--- config.mk ---
export PLATFORM = sky130hd
export DESIGN_NAME = seg_scan_driver
export DESIGN_NICKNAME = d
export VERILOG_FILES = /design/src/rtl/seg_defs.sv /design/src/rtl/bcd_to_seg7.sv /design/src/rtl/seg_scan_driver.sv
export SDC_FILE = /design/constraint.sdc
export NUM_CORES = 1
export LEC_CHECK = 0
export BUFFER_PORTS_ARGS = -buffer_cell sky130_fd_sc_hd__buf_2
export CORE_ASPECT_RATIO = 0.7
export CORE_MARGIN = 3
export CORE_UTILIZATION = 50
export DETAILED_ROUTE_END_ITERATION = 8
export PLACE_DENSITY = 0.76
export REMOVE_ABC_BUFFERS = 1
export SKIP_LAST_GASP = 1
export SLEW_MARGIN = 20
export SYNTH_ARGS = -nofsm -noshare
export SYNTH_HDL_FRONTEND = slang
export SYNTH_HIERARCHICAL = 1
export SYNTH_SLANG_ARGS = --single-unit
--- constraint.sdc ---
create_clock -name clk -period 2.7 [get_ports clk]
set_clock_uncertainty 0.15 [all_clocks]
set_input_delay 0.405 -clock clk [delete_from_list [all_inputs] [get_ports clk]]
set_output_delay 0.405 -clock clk [all_outputs]
set_load 0.01 [all_outputs]
--- src/rtl/seg_defs.sv ---
// seg_defs: shared 7-segment symbol constants and active-low segment code table
package seg_defs;
  localparam logic [3:0] SYM_DASH = 4'd10;
  localparam logic [3:0] SYM_BLANK = 4'd15;
  localparam logic [7:0] SEG_OFF = 8'hFF;
  localparam logic [7:0] AN_OFF = 8'hFF;
  localparam logic [5:0] SNAP_RST = 6'b010000;
  localparam logic [6:0] SEG_CODE [16] = '{
    7'h40, 7'h79, 7'h24, 7'h30, 7'h19, 7'h12, 7'h02, 7'h78,
    7'h00, 7'h10, 7'h3F, 7'h7F, 7'h7F, 7'h7F, 7'h7F, 7'h7F
  };
endpackage

--- src/rtl/bcd_to_seg7.sv ---
// bcd_to_seg7: combinational symbol to active-low g..a segment decode
module bcd_to_seg7
  import seg_defs::*;
(
  input  logic [3:0] sym,
  output logic [6:0] seg
);
  assign seg = SEG_CODE[sym];
endmodule

--- src/rtl/seg_scan_driver.sv ---
// seg_scan_driver: 8-digit multiplexed 7-segment scanner with per-frame snapshot,
// anti-ghost blanking and per-digit blink
module seg_scan_driver
  import seg_defs::*;
#(
  parameter int DIGIT_DIV = 100000,
  parameter int BLANK_CYCLES = 2000,
  parameter int BLINK_DIV = 25000000
) (
  input  logic       clk,
  input  logic       rst_n,
  input  logic [5:0] led0,
  input  logic [5:0] led1,
  input  logic [5:0] led2,
  input  logic [5:0] led3,
  input  logic [5:0] led4,
  input  logic [5:0] led5,
  input  logic [5:0] led6,
  input  logic [5:0] led7,
  output logic [7:0] an,
  output logic [7:0] seg
);
  localparam int SW = $clog2(DIGIT_DIV);
  localparam int BW = $clog2(BLINK_DIV);
  logic [SW-1:0] slot_cnt;
  logic [BW-1:0] blink_cnt;
  logic [2:0] idx;
  logic blink_on;
  logic [5:0] snap [8];
  logic [5:0] led_in [8];
  logic [5:0] cur;
  logic [6:0] dec;
  logic slot_end, blink_end, blank;
  logic [7:0] an_nxt, seg_nxt;
  assign led_in = '{led0, led1, led2, led3, led4, led5, led6, led7};
  assign cur = snap[idx];
  bcd_to_seg7 u_dec (.sym(cur[3:0]), .seg(dec));
  always_comb begin
    slot_end = slot_cnt == SW'(DIGIT_DIV - 1);
    blink_end = blink_cnt == BW'(BLINK_DIV - 1);
    blank = slot_cnt < SW'(BLANK_CYCLES);
    an_nxt = blank ? AN_OFF : ~(8'd1 << idx);
    seg_nxt = (blank || (cur[5] && !blink_on)) ? SEG_OFF : {cur[4], dec};
  end
  // snapshot is taken on the last clock of the frame so every digit of a frame
  // comes from the same input sample
  always_ff @(posedge clk or negedge rst_n) begin
    if (!rst_n) begin
      slot_cnt <= '0;
      blink_cnt <= '0;
      idx <= '0;
      blink_on <= 1'b1;
      an <= AN_OFF;
      seg <= SEG_OFF;
      for (int i = 0; i < 8; i++) snap[i] <= SNAP_RST;
    end else begin
      slot_cnt <= slot_end ? '0 : slot_cnt + 1'b1;
      blink_cnt <= blink_end ? '0 : blink_cnt + 1'b1;
      if (blink_end) blink_on <= ~blink_on;
      if (slot_end) idx <= idx + 3'd1;
      if (slot_end && idx == 3'd7)
        for (int i = 0; i < 8; i++) snap[i] <= led_in[i];
      an <= an_nxt;
      seg <= seg_nxt;
    end
  end
endmodule
### Yosys cells after proc, flatten, opt, wreduce, memory -nomap -nowiden

Memory sizes are Yosys's and may differ from the RTL's.
Index checks and enable logic that the tools add are counted.

| storage, ports and cells | value |
|---|---|
| register bits after elaboration | 110 |
| memory bits (read-only) | 112 |
| output and inout port bits | 16 |
| logic and storage cells | 42 |
| memories | 1 |

Memory list:

| memory | words | bits a word | rd ports | clocked after memory_dff | wr ports | RTL line | source |
|---|---|---|---|---|---|---|---|
| (no name shown) | 16 | 7 | 1 | 0 | 0 | bcd_to_seg7.sv:8 | `assign seg = SEG_CODE[sym];` |

| operators by class | value |
|---|---|
| add/sub/neg operators | 3 |
| $lt $le $gt $ge | 3 |
| equality and inequality tests | 3 |
| shift operators | 1 |
| multiplexer cells | 9 |
| bitwise operators | 4 |
| reduce and logical (&&, ||, !) cells | 4 |

Operator list:

| cell | number |
|---|---|
| adder 25 x 1 -> 25 bit (second input constant) | 1 |
| == test 25 bit (second input constant) | 1 |
| two-way mux 25 bit | 1 |
| binary-select mux 6 bit (select 3 bit) | 1 |
| adder 17 x 1 -> 17 bit (second input constant) | 1 |
| == test 17 bit (second input constant) | 1 |
| < comparator 17 x 11 -> 1 bit (second input constant) | 1 |
| two-way mux 17 bit | 1 |
| two-way mux 8 bit | 2 |
| two-way mux 7 bit | 2 |
| two-way mux 6 bit | 2 |
| NOT 8 bit | 1 |
| left shift 1 x 3 -> 8 bit (first input constant) | 1 |
| >= comparator 5 bit (second input constant) | 1 |
| NOT 4 -> 5 bit | 1 |
| >= comparator 4 bit (second input constant) | 1 |
| NOT 3 -> 4 bit | 1 |
| adder 3 x 1 -> 3 bit (second input constant) | 1 |
| == test 3 bit (second input constant) | 1 |
| logical AND 1 bit | 2 |
| logical NOT 1 bit | 1 |
| logical OR 1 bit | 1 |
| NOT 1 bit | 1 |

### Longest topological paths before layout

| depth | value |
|---|---|
| depth in word-level cells | 9 |
| depth in mapped cells | 10 |
| gate-level depth less buffers | 9 |

### Modules after synthesis

The synthesis kept the hierarchy.

Modules (own cells, without submodules):

| module | times used | cells each | area each (um^2) | sequential area each (um^2) |
|---|---|---|---|---|
| seg_scan_driver | 1 | 389 | 4,947.2 | 2,783.9 |
| bcd_to_seg7 | 1 | 33 | 226.5 | 0.0 |

### Worst setup path before layout

OpenSTA, ideal clock, no wires.

| path | value |
|---|---|
| path type | flip-flop to flip-flop |
| start | register idx[0] |
| end | register seg[0] |
| setup time | 0.084 ns |
| arrival time | 2.321 ns |
| data required time | 2.466 ns |
| setup slack | 0.144 ns |
| stages on the path, launching flop included | 10 |
| path buffers | 1 |
| clock period less this slack | 2.556 ns |
| path through | dfrtp_1 > buf_2 > mux4_2 > nand2_1 > nand2_1 > ha_1 > or2_1 > a21oi_2 > nor2_1 > or2_2 |

| on the way | value |
|---|---|
| longest elaborated chain between the ends | 9 |

RTL lines:

| element | RTL line | source |
|---|---|---|
| start: declaration | seg_scan_driver.sv:27 | `logic [2:0] idx;` |
| start signal: assignment | seg_scan_driver.sv:60 | `if (slot_end) idx <= idx + 3'd1;` |
| NOT 3 -> 4 bit (implied by the code) | seg_scan_driver.sv:36 | `assign cur = snap[idx];` |
| binary-select mux 6 bit (select 3 bit) | seg_scan_driver.sv:36 |  |
| two-way mux 6 bit (implied by the code) (2 in series) | seg_scan_driver.sv:36 |  |
| via cur[0] | seg_scan_driver.sv:31 | `logic [5:0] cur;` |
| NOT 4 -> 5 bit (implied by the code) | bcd_to_seg7.sv:8 |  |
| memory read (16 x 7 bit) | -- |  |
| two-way mux 7 bit (implied by the code) (2 in series) | bcd_to_seg7.sv:8 |  |
| via dec[0] | seg_scan_driver.sv:32 | `logic [6:0] dec;` |
| two-way mux 8 bit | seg_scan_driver.sv:43 | `seg_nxt = (blank \|\| (cur[5] && !blink_on)) ? SEG_OFF : {cur[4], dec};` |
| via seg_nxt[0] | seg_scan_driver.sv:34 | `logic [7:0] an_nxt, seg_nxt;` |
| end signal: assignment | seg_scan_driver.sv:64 | `seg <= seg_nxt;` |
| end: declaration | seg_scan_driver.sv:21 | `output logic [7:0] seg` |

The timed path passes the listed nets, and every way through them passes these cells. The select of a mux whose other input is x is not followed.
A chain may end at the register's enable or synchronous reset.

### Final worst setup path

| path | value |
|---|---|
| start | register idx[0] |
| end | register seg[3] |

Same word-level chain as after synthesis.

==> flow_summary.json <==
{
  "reg2reg_from": "idx[0]",
  "synth_flop_cell": "dfrtp_1",
  "critPathSlowestCell": "mux4_2",
  "place_ws_ps": 166,
  "cts_buffer_depth": 2,
  "max-vdd-ir-drop_uv": 432,
  "synth_seq_cells": 110,
  "cap_viol_max_count": 0,
  "final_nets": 555,
  "start_util": 0.524,
  "drt-total-wl_microns": 10600,
  "start_kind": "register",
  "cpMostUsedCell": "nand2_1",
  "synthTopCellsByCount": "dfrtp_1 (85), mux2_2 (48), nand2_1 (35), nor2_1 (29), dfstp_2 (25)",
  "synth_top_area_frac": 0.411,
  "min-delay-path-class": "in -> reg",
  "dp_hpwl_microns": 7600,
  "slew_headroom": 0.334,
  "grt_pass1_vias": 3468,
  "area_growth_pct": 16.3,
  "report.final.slew_viol_count": 0,
  "seq_area_frac_synth": 0.538,
  "power.density_mw_per_mm2": 562,
  "synth_compound_area_frac": 0.0389,
  "clock-sinks": 110,
  "cts-root-buf": "clkbuf_16",
  "vias": 3474,
  "r2r_slack_ps": 150,
  "top_layer": "met4",
  "die_x_microns": 128,
  "synth_cells": 422,
  "core_area_sq_mm": 0.00987,
  "critPathMaxFanout": 13,
  "grt_pass1_wl_microns": 17500,
  "netlist_area_sq_mm": 0.00517,
  "met2WireLength_microns": 4640,
  "rsz0062_at_grt": "no",
  "worst_r2r_path_depth": 8,
  "vias_per_cell": 5.56,
  "ios": 66,
  "synth_top_family_by_area": "multiplexers",
  "fill_cells": 758,
  "synth_top_cell_by_area": "dfrtp_1",
  "hold_start": "led6[3]",
  "yosys.area_share.simple": 0.152,
  "async_flop_share": 1.00,
  "synthMuxAreaShare": 0.164,
  "cpPeakStageDelay_ps": 520,
  "post-route-period-util": 0.945,
  "drt-initial-drc-count": 265,
  "fin_area_sq_mm": 0.00602,
  "worst_hold_slack_ps": 129,
  "yosysMostFrequentCell": "dfrtp_1",
  "cts_tree": "done",
  "routedWlPerCell_microns": 16.9,
  "fin_setup_tns_ps": 0,
  "timing.fmax_mhz": 392,
  "dp.cells": 608,
  "drive_above_1_share": 0.380,
  "n_antenna_cell": 0,
  "hold_path_end": "snap[9]",
  "fin_crit_ps": 2550,
  "gp_congestion": 0.830,
  "hold_violations": 0,
  "portBuffers": 65,
  "synth_edf_count": 0,
  "die_y_microns": 91.1,
  "worst_slew_pin_slew_ps": 984,
  "status": "finished, final reports clean",
  "htree_num_levels": 3,
  "r2r-end": "seg[3]",
  "dr_wl_met3_microns": 588,
  "finalNonFillerCells": 625,
  "cts_setup_buffers": 0,
  "yosys_warnings": 6,
  "first_pass_iters": 4,
  "finalPower_mw": 3.38,
  "worst_slack_ps": 149,
  "clock_latency_ps": 350,
  "cp.arrival_ps": 2680,
  "fin_util": 0.610,
  "p_leak_nw": 2.64,
  "setup_viol": 0,
  "antenna_left": 0,
  "grtUsageTotal": 0.190,
  "crit_type": "reg -> reg",
  "grt-ovfl-total": 0,
  "synth_adder_area_share": 0.0314,
  "ys_top_cells_by_area": "dfrtp_1 (41%), dfstp_2 (13%), mux2_2 (10%), mux4_2 (5.2%), ha_1 (3.1%)",
  "crit_chain": "buf_12, mux4_2, nand2_1, nand2_1, or2_1, a21oi_2, a31oi_1, or2_2",
  "placed_area_sq_mm": 0.00566,
  "clkSlewWorstSetupHoldPaths_ps": 70,
  "end_kind": "register",
  "synth_xor_area_frac": 0.0491,
  "antenna_found_initial": 0,
  "grt_max_degree": 49,
  "rows": 30,
  "die_area_sq_mm": 0.0116,
  "synth_cell_types": 48,
  "drc_errors": 0,
  "cts_buffers": 9,
  "hold_path_depth": 2,
  "required_ps": 2830,
  "avgSynthCellArea_sq_um": 12.3,
  "wl_met1_microns": 5180
}
cells by family after synthesis:
| group | count (synthesis) |
|---|---|
| compound gates | 34 |
| mux | 64 |
| flops | 110 |
| simple gates | 147 |
| xor+xnor | 29 |
| buf+inv | 25 |
| fa+ha+maj | 13 |
registers in the layout, indices dropped and copies added, names as in the netlist:
name and count:
blink_cnt 25, snap 48, seg 8, blink_on 1
idx 3, an 8, slot_cnt 17
cell type report:
class | count | area, sq um | area share
repair buffers | 74 | 435 | 0.0723
clock inverters | 7 | 121 | 0.0202
multi-input cells | 287 | 2260 | 0.375
inverters | 10 | 37.5 | 0.00624
clock buffers | 9 | 225 | 0.0374
flip-flops and latches | 110 | 2780 | 0.462
well taps | 128 | 160 | 0.0266
where the power goes:
group          total [mW]  switching (mW)  internal (mW)
registers            1.71          0.0219           1.69
logic               0.156          0.0764         0.0798
clock network        1.52           0.605          0.912
total                3.38           0.703           2.68
routing by layer:
metal | vias up | GRT usage
li1 | 1631 | -
met1 | 1733 | 0.283
met2 | 96 | 0.273
met3 | 14 | 0.0547
met4 | 0 | 0.0486
met5 | - | 0
placed cells by master, fill, tap and decap left out, types with 8 or more instances in the layout:
cell type and instances:
o21ai_0 10, nand3_1 23, xor2_1 14, buf_2 64, inv_1 8, mux4_2 12, mux2_2 48, dfrtp_1 85
a21oi_1 10, ha_1 13, xnor2_1 15, nand4_1 8, dfstp_2 25, clkbuf_16 9, nand2_1 34, nor2_1 29
worst max path at each step:
stage                start      end
3_3_place_gp        idx[0]   seg[3]
6_report            idx[0]   seg[3]
2_1_floorplan  slot_cnt[0]  snap[0]
3_5_place_dp        idx[0]   seg[1]
4_1_cts             idx[0]   seg[1]
5_1_grt             idx[0]   seg[3]
worst max-delay path: cells and delay by family, from the launching register on:
family / cells / cell delay (ps)
AOI/OAI and AO/OA: 2 / 210
muxes: 1 / 520
DFF: 1 / 430
and+or+nand+nor: 4 / 980
buffers and inverters: 1 / 190
timing repair:
action / 4_1_cts / 5_1_grt
endpoints found under the hold margin: 32 / 0
setup endpoints to repair: 0 / 1
hold buffers: 1 / 0
resized for setup: 0 / 1
No activity file was read; power rests on OpenSTA's default activity.
